### config.mk
export PLATFORM = sky130hd
export DESIGN_NAME = mem_stage_hs
export DESIGN_NICKNAME = d
export VERILOG_FILES = /design/src/rtl/mem_stage_hs.sv
export SDC_FILE = /design/constraint.sdc
export NUM_CORES = 1
export LEC_CHECK = 0
export ABC_AREA = 1
export BUFFER_PORTS_ARGS = -buffer_cell sky130_fd_sc_hd__buf_2
export CAP_MARGIN = 20
export CELL_PAD_IN_SITES_DETAIL_PLACEMENT = 1
export CELL_PAD_IN_SITES_GLOBAL_PLACEMENT = 1
export CORE_AREA = 2 2 190 192
export DETAILED_ROUTE_END_ITERATION = 7
export DIE_AREA = 0 0 192 194
export PLACE_DENSITY = 0.81
export SYNTH_ARGS = -nofsm -noshare
export SYNTH_HDL_FRONTEND = slang
export SYNTH_SLANG_ARGS = --single-unit
### constraint.sdc
create_clock -name clk -period 1.6 [get_ports clk]
set_clock_uncertainty 0.05 [all_clocks]
set_input_delay 0.08 -clock clk [delete_from_list [all_inputs] [get_ports clk]]
set_output_delay 0.08 -clock clk [all_outputs]
set_load 0.005 [all_outputs]
### src/rtl/mem_stage_hs.sv
// mem_stage_hs: VLIW MEM stage passing ALU slots to WB and running one load/store slot over a req/ack data-memory port.
// Ports:
//   clk, reset (sync, active-low)
//   p3_*          EX/MEM bundle: valid, ALU slots (rd/aluOut), mem rd/op/size/signed/address/wdata
//   f_mem_address_sel / f_mem_address   forwarded address override
//   stall         upstream holds p3_* while high
//   dm_req/dm_we/dm_addr/dm_wdata/dm_be  memory request (held stable until dm_ack)
//   dm_ack/dm_rdata                      memory completion and read word
//   p4_*          WB bundle: valid, ALU slots, mem rd/wen/out, misalign flag
module mem_stage_hs #(
   parameter int N_ALU = 2,
   parameter int RW = 3,
   parameter int AW = 32,
   parameter int DW = 32
) (
   input  logic                clk,
   input  logic                reset,
   input  logic                p3_valid,
   input  logic [N_ALU*RW-1:0] p3_alu_rd,
   input  logic [N_ALU*DW-1:0] p3_alu_aluOut,
   input  logic [RW-1:0]       p3_mem_rd,
   input  logic [1:0]          p3_mem_op,
   input  logic [1:0]          p3_mem_size,
   input  logic                p3_mem_signed,
   input  logic [AW-1:0]       p3_mem_address,
   input  logic [DW-1:0]       p3_mem_wdata,
   input  logic                f_mem_address_sel,
   input  logic [AW-1:0]       f_mem_address,
   output logic                stall,
   output logic                dm_req,
   output logic                dm_we,
   output logic [AW-1:0]       dm_addr,
   output logic [DW-1:0]       dm_wdata,
   output logic [3:0]          dm_be,
   input  logic                dm_ack,
   input  logic [DW-1:0]       dm_rdata,
   output logic                p4_valid,
   output logic [N_ALU*RW-1:0] p4_alu_rd,
   output logic [N_ALU*DW-1:0] p4_alu_aluOut,
   output logic [RW-1:0]       p4_mem_rd,
   output logic                p4_mem_wen,
   output logic [DW-1:0]       p4_mem_out,
   output logic                p4_misalign
);
   localparam logic [0:0] IDLE = 1'b0;
   localparam logic [0:0] BUSY = 1'b1;
   logic [0:0]          state;
   logic [AW-1:0]       addr;
   logic [AW-1:0]       l_addr;
   logic                l_we;
   logic                l_signed;
   logic [1:0]          l_size;
   logic [DW-1:0]       l_wdata;
   logic [RW-1:0]       l_rd;
   logic [N_ALU*RW-1:0] l_alu_rd;
   logic [N_ALU*DW-1:0] l_alu_out;
   logic                is_mem;
   logic                mis;
   logic                start;
   logic [7:0]          ld_byte;
   logic [15:0]         ld_half;
   logic [DW-1:0]       ld_data;
   assign addr = f_mem_address_sel ? f_mem_address : p3_mem_address;
   assign is_mem = p3_mem_op == 2'b01 || p3_mem_op == 2'b10;
   assign mis = p3_mem_size == 2'b01 ? addr[0] : p3_mem_size[1] && addr[1:0] != 2'b00;
   // only aligned memory ops leave IDLE; misaligned ones retire immediately as dropped
   assign start = state == IDLE && p3_valid && is_mem && !mis;
   assign stall = start || (state == BUSY && !dm_ack);
   assign dm_req = state == BUSY;
   assign dm_we = dm_req && l_we;
   assign dm_addr = {l_addr[AW-1:2], 2'b00};
   assign dm_be = !dm_req ? 4'b0000 :
                  l_size == 2'b00 ? 4'b0001 << l_addr[1:0] :
                  l_size == 2'b01 ? (l_addr[1] ? 4'b1100 : 4'b0011) : 4'b1111;
   assign dm_wdata = l_size == 2'b00 ? {4{l_wdata[7:0]}} :
                     l_size == 2'b01 ? {2{l_wdata[15:0]}} : l_wdata;
   assign ld_byte = dm_rdata[{l_addr[1:0], 3'b000} +: 8];
   assign ld_half = l_addr[1] ? dm_rdata[31:16] : dm_rdata[15:0];
   assign ld_data = l_size == 2'b00 ? {{24{l_signed && ld_byte[7]}}, ld_byte} :
                    l_size == 2'b01 ? {{16{l_signed && ld_half[15]}}, ld_half} : dm_rdata;
   always_ff @(posedge clk) begin
      if (!reset) begin
         state <= IDLE;
         p4_valid <= 1'b0;
         p4_alu_rd <= '0;
         p4_alu_aluOut <= '0;
         p4_mem_rd <= '0;
         p4_mem_wen <= 1'b0;
         p4_mem_out <= '0;
         p4_misalign <= 1'b0;
         l_addr <= '0;
         l_we <= 1'b0;
         l_signed <= 1'b0;
         l_size <= 2'b00;
         l_wdata <= '0;
         l_rd <= '0;
         l_alu_rd <= '0;
         l_alu_out <= '0;
      end else if (state == IDLE) begin
         p4_valid <= p3_valid && !start;
         p4_mem_wen <= 1'b0;
         if (start) begin
            state <= BUSY;
            l_addr <= addr;
            l_we <= p3_mem_op == 2'b10;
            l_signed <= p3_mem_signed;
            l_size <= p3_mem_size;
            l_wdata <= p3_mem_wdata;
            l_rd <= p3_mem_rd;
            l_alu_rd <= p3_alu_rd;
            l_alu_out <= p3_alu_aluOut;
         end else if (p3_valid) begin
            p4_alu_rd <= p3_alu_rd;
            p4_alu_aluOut <= p3_alu_aluOut;
            p4_mem_rd <= '0;
            p4_misalign <= is_mem;
         end
      end else if (dm_ack) begin
         state <= IDLE;
         p4_valid <= 1'b1;
         p4_alu_rd <= l_alu_rd;
         p4_alu_aluOut <= l_alu_out;
         p4_mem_rd <= l_we ? '0 : l_rd;
         p4_mem_wen <= !l_we;
         p4_misalign <= 1'b0;
         if (!l_we) p4_mem_out <= ld_data;
      end else begin
         p4_valid <= 1'b0;
         p4_mem_wen <= 1'b0;
      end
   end
endmodule

# Word-level counts from Yosys, hierarchy flattened
# Cells that the tools add are included.
dict set report word_totals {
  reg_bits 250
  elab_cells 81
  input_bits 211
  output_inout_bits 179
}
dict set report classes {
  bitwise_logic 2
  shifts 2
  n_eq_ne 6
  n_reduce_logical 22
  n_mux 33
}
# cell count
set op_table {}
lappend op_table {{2-to-1 mux 64 bit} 4}
lappend op_table {{2-to-1 mux 32 bit} 5}
lappend op_table {{indexed part select 32 x 6 -> 8 bit} 1}
lappend op_table {{2-to-1 mux 6 bit} 4}
lappend op_table {{2-to-1 mux 16 bit} 1}
lappend op_table {{2-to-1 mux 4 bit} 4}
lappend op_table {{2-to-1 mux 3 bit} 5}
lappend op_table {{2-to-1 mux 1 bit} 10}
lappend op_table {{logical AND 1 bit} 9}
lappend op_table {{AND reduction 3 bit} 3}
lappend op_table {{equality test 2 x 1 -> 1 bit (second input constant)} 3}
lappend op_table {{logical NOT 1 bit} 4}
lappend op_table {{inequality test 2 bit (second input constant)} 2}
lappend op_table {{nonzero test 2 bit} 2}
lappend op_table {{<< shifter 1 x 2 -> 4 bit (first input constant)} 1}
lappend op_table {{equality test 2 bit (second input constant)} 1}
lappend op_table {{logical NOT 2 bit} 1}
lappend op_table {{logical OR 1 bit} 2}
lappend op_table {{inverter 1 bit} 2}
lappend op_table {{AND reduction 2 bit} 1}

# Logic depth before layout (Yosys ltp)
dict set report logic_depth {
  depth_word 9
  mapped_depth 12
  mapped_depth_nobuf 9
}

# Least setup slack after synthesis
# OpenSTA, ideal clock, no wires.
dict set report synth_timing {
  path_type {register to register}
  from {register state, in the netlist dm_req}
  to {register p4_alu_aluOut[24]}
  setup_ns 0.110
  period_less_slack_ns 1.476
  stages_incl_launch_ff 8
  arrival_time_ns 1.316
  setup_slack_ns 0.124
  cell_sequence {dfxtp_1 -> buf_2 -> buf_2 -> buf_2 -> mux2i_1 -> nand4_1 -> nand2_1 -> nor2_1}
}
dict set report synth_via {
  elab_chain_len 6
  word_cells_on_any_way 9
}
# element line
set synth_lines {}
lappend synth_lines {{start, declared} 47} ;# logic [0:0] state;
lappend synth_lines {{start signal, assigned} 83} ;# state <= IDLE;
lappend synth_lines {{start signal, assigned} 103} ;# state <= BUSY;
lappend synth_lines {{start signal, assigned} 119} ;# state <= IDLE;
lappend synth_lines {{inverter 1 bit (no line)} n/a}
lappend synth_lines {{logical AND 1 bit (3 in a row)} 67} ;# assign start = state == IDLE && p3_valid && is_mem && !mis;
lappend synth_lines {{inequality test 2 bit (no line)} n/a}
lappend synth_lines {{AND reduction 3 bit (no line)} n/a}
lappend synth_lines {{end signal, assigned} 114} ;# p4_alu_aluOut <= p3_alu_aluOut;
lappend synth_lines {{end signal, assigned} 122} ;# p4_alu_aluOut <= l_alu_out;
lappend synth_lines {{end, declared} 39} ;# output logic [N_ALU*DW-1:0] p4_alu_aluOut,
# Parallel ways exist; a longest one is shown, timed or not.
# A chain may end at the register's enable or synchronous reset.

# Final worst setup path
dict set report layout_timing {
  from {register l_size[1]}
  to {output dm_wdata[28]}
}
dict set report layout_via {
  elab_chain_len 3
  word_cells_on_any_way 4
}
# element line
set layout_lines {}
lappend layout_lines {{start, declared} 52} ;# logic [1:0] l_size;
lappend layout_lines {{start signal, assigned} 107} ;# l_size <= p3_mem_size;
lappend layout_lines {{equality test 2 x 1 -> 1 bit} 76} ;# l_size == 2'b01 ? {2{l_wdata[15:0]}} : l_wdata;
lappend layout_lines {{2-to-1 mux 32 bit} 76}
lappend layout_lines {{2-to-1 mux 32 bit (*)} 75} ;# assign dm_wdata = l_size == 2'b00 ? {4{l_wdata[7:0]}} :
lappend layout_lines {{end, declared} 33} ;# output logic [DW-1:0] dm_wdata,
# Mark *: on every way between the ends. The rest lies on a longest branch, timed or not.

==> reports/metrics.yaml <==
seq_area_um2: 5020
violations: "setup timing"
status: "complete, but fails checks"
power.switching_mw: 5.92
hold_violations: 0
h-tree-depth: 1
p_comb_share_pct: 26.3
path_class: "reg -> out"
p_per_area_nw_per_um2: 934
port_buffers: 387
critical_path.top_delay_family: "buffers and inverters"
yosysUniqueCellTypes: 31
antenna_found_initial: 9
synth_top_area_share_pct: 39.8
power_leakage_nw: 9.60
placed_cell_area_um2: 14800
finalSetupTns_ps: -8890
finalCritPeriodShare_pct: 114
path_cells: "nor2_4 > buf_8 > buf_12 > nand2_8 > o221ai_4 > buf_2"
grt_busiest_layer: "met2"
cts-root-buf: "clkbuf_16"
slowest_stage: "dfxtp_4"
cp.required_ps: 1470
drv_slew: 0
start_kind: "flip-flop"
seq_power_share_pct: 38.0
netlist.top_cell.by_area: "dfxtp_1"
switching_share_pct: 32.0
grt_max_degree: 104
holdPathEnd: "p4_mem_out[15]$_SDFFE_PN0P_"
critPathCaptureType: "output port"
dr.pass1.iters: 5
peakVddDrop_v: 0.00104
synth_ff_type: "dfxtp_1"
cp_num_buf_inv: 3
met1_usage_pct: 33.2
via_count: 15100
hp-start: "dm_rdata[15]"
setup_violations: 98
grtUsageMet2_pct: 49.7
areaGrowthSynthToFinish_pct: 57.8
clockBufferDepth: 3
crit_arrival_ps: 1690
whs_path_depth: 7
synth_cells: 1838
numCtsBuffers: 29
synth_area_um2: 12600
fmax_ghz: 0.550
synth_common_cells: "393 x nand2_1, 341 x inv_1, 250 x dfxtp_1, 152 x a21oi_1, 121 x o21ai_0"
path_max_fanout: 7
path_clk_slew_ps: 60
slowest_delay_ps: 370
hp-class: "in -> reg"
cap_violations: 0
dieArea_um2: 37200
num_rows: 69
synth_area_leaders: "dfxtp_1 40%, nand2_1 12%, inv_1 10%"
worst_slack_ps: -220
wl_per_cell_um: 21.5
ys_seq_area_share_pct: 39.8
overflow: 0
drive_gt1_share_pct: 32.3
multi_input_area_um2: 6190
nFillCells: 4351
core-area_um2: 35200
synth-warning-count: 0
reg2reg_slack_ps: -160
ff2ff_path_depth: 10
drt-initial-drc-count: 851
drc: 0
globalplace.congestion: 0.870
clockPowerShare_pct: 35.7
rr_startpoint: "dm_req$_SDFF_PN0_"
initial_core_util_pct: 35.7
postRouteWirelength_um: 62500
min_period_ps: 1820
ant_nets: 0
grtUsageTotal_pct: 28.7
finish.utilization_pct: 56.3
rsz0062_at_grt: "yes"
syn_area_per_cell_um2: 6.83
grt_first_pass_wirelength_um: 85400
p_int_mw: 12.6
ys_seq_elements: 250
dp_hpwl_um: 30300
viasPerCell: 5.21
stdcell_area_um2: 19800
cts_tree: "yes"
clock_latency_ps: 560
async_flop_share_pct: 0
die_h_um: 194
synth_edf_count: 0
die_w_um: 192
cts_num_sinks: 250
final_nets: 2621
yosysMostFrequentCell: "nand2_1"
ios: 390
use_met3_pct: 5.65
grt_pass1_vias: 15600
reg2reg_to: "p4_alu_aluOut[10]$_SDFFE_PN0P_"
## worst reg2reg max path: stages, from the launching register on
cell and delay [ps]:
dfxtp_4 390, buf_6 130, buf_6 110, or2_4 260, nand3_4 110, buf_12 160
buf_6 110, buf_12 140, nand2_2 80, inv_1 90, nor2_1 60
## cell usage in the layout, fill, tap and decap left out, drive strengths merged
| cell | instances |
|---|---|
| nor3 | 1 |
| nand3b | 3 |
| conb | 2 |
| dfxtp | 250 |
| ha | 1 |
| nand3 | 48 |
| clkinvlp | 1 |
| a21oi | 152 |
| o21a | 25 |
| o21ai | 174 |
| nand4 | 72 |
| inv | 353 |
| or2 | 3 |
| o211ai | 8 |
| o221ai | 8 |
| clkinv | 10 |
| nand2 | 395 |
| mux2i | 70 |
| nor2 | 103 |
| dlygate4sd3 | 202 |
| diode | 10 |
| buf | 492 |
| clkbuf | 56 |
| and2 | 1 |
## flip-flops by register name, summed over array words and instances, names as in the netlist
signal         flops
dm_req             1
l_alu_out         64
p4_mem_wen         1
p4_mem_rd          3
l_size             2
p4_valid           1
l_signed           1
l_alu_rd           6
l_we               1
p4_alu_rd          6
p4_misalign        1
l_wdata           32
p4_mem_out        32
l_rd               3
l_addr            32
p4_alu_aluOut     64
## through the flow
stage / hold WS [ps] / worst slack, ps / instances / power [mW]
floorplan: 205 / 124 / 1839 / 8.90
global placement: 294 / -173 / 2570 / 9.96
detailed placement: 305 / -184 / 2570 / 10.1
CTS: 8.91 / -163 / 2843 / 17.3
global route: 116 / -279 / 2900 / 19.3
finish: 86.1 / -220 / 2901 / 18.5
## cell type report
| cell class | instances | share of cell area, % |
|---|---|---|
| multi-input combinational | 1066 | 31.2 |
| timing repair buffer | 707 | 29.0 |
| sequential | 250 | 25.3 |
| inverter | 355 | 6.77 |
| clock buffer | 43 | 4.33 |
| tap | 461 | 2.91 |
| clock inverter | 9 | 0.265 |
| antenna | 10 | 0.126 |
## routing by layer
layer	routed length (µm)	vias up	part of all wire, %
met5	0	-	0
met4	3560	0	5.7
met3	3580	239	5.7
met2	30900	650	50
met1	24400	7344	39
li1	-	6875	-
## power groups by stage
stage	Sequential [mW]	Combinational [mW]	Clock [mW]
finish	7.04	4.87	6.60
global route	7.08	5.20	6.97
CTS	6.99	3.69	6.60
detailed placement	7.12	2.98	0
global placement	7.09	2.87	0
floorplan	7.07	1.83	0
## repair_timing
| item | in CTS | in global routing |
|---|---|---|
| pin swaps | 5 | 55 |
| setup endpoints to repair | 38 | 195 |
| buffers inserted | 13 | 30 |
| gates resized for setup | 67 | 341 |
| endpoints found under the hold margin | 242 | 1 |
| hold buffers | 201 | 1 |
| cloned | 7 | 20 |
## worst max-delay path by stage
stage	cells after the start	endpoint	slack [ps]	start
2_1_floorplan	7	p4_alu_aluOut[24]$_SDFFE_PN0P_	120	dm_req$_SDFF_PN0_
3_3_place_gp	8	l_addr[1]$_SDFFE_PN0P_	-170	p3_mem_op[0]
3_5_place_dp	8	l_addr[1]$_SDFFE_PN0P_	-180	p3_mem_op[0]
4_1_cts	6	dm_wdata[28]	-160	l_size[1]$_SDFFE_PN0P_
5_1_grt	6	dm_wdata[28]	-280	l_size[1]$_SDFFE_PN0P_
6_report	6	dm_wdata[28]	-220	l_size[1]$_SDFFE_PN0P_
## kinds of logic after synthesis
family / after synthesis / synth area share [%]
AND/OR/NAND/NOR: 626 / 21.1
buffers and inverters: 523 / 17.8
AO/OA/AOI/OAI: 367 / 15.5
flip-flops: 250 / 39.8
multiplexers: 70 / 5.58
adder cells (fa/ha/maj): 1 / 0.0996
other: 1 / 0.0299
No activity file was read; power rests on OpenSTA's default activity.
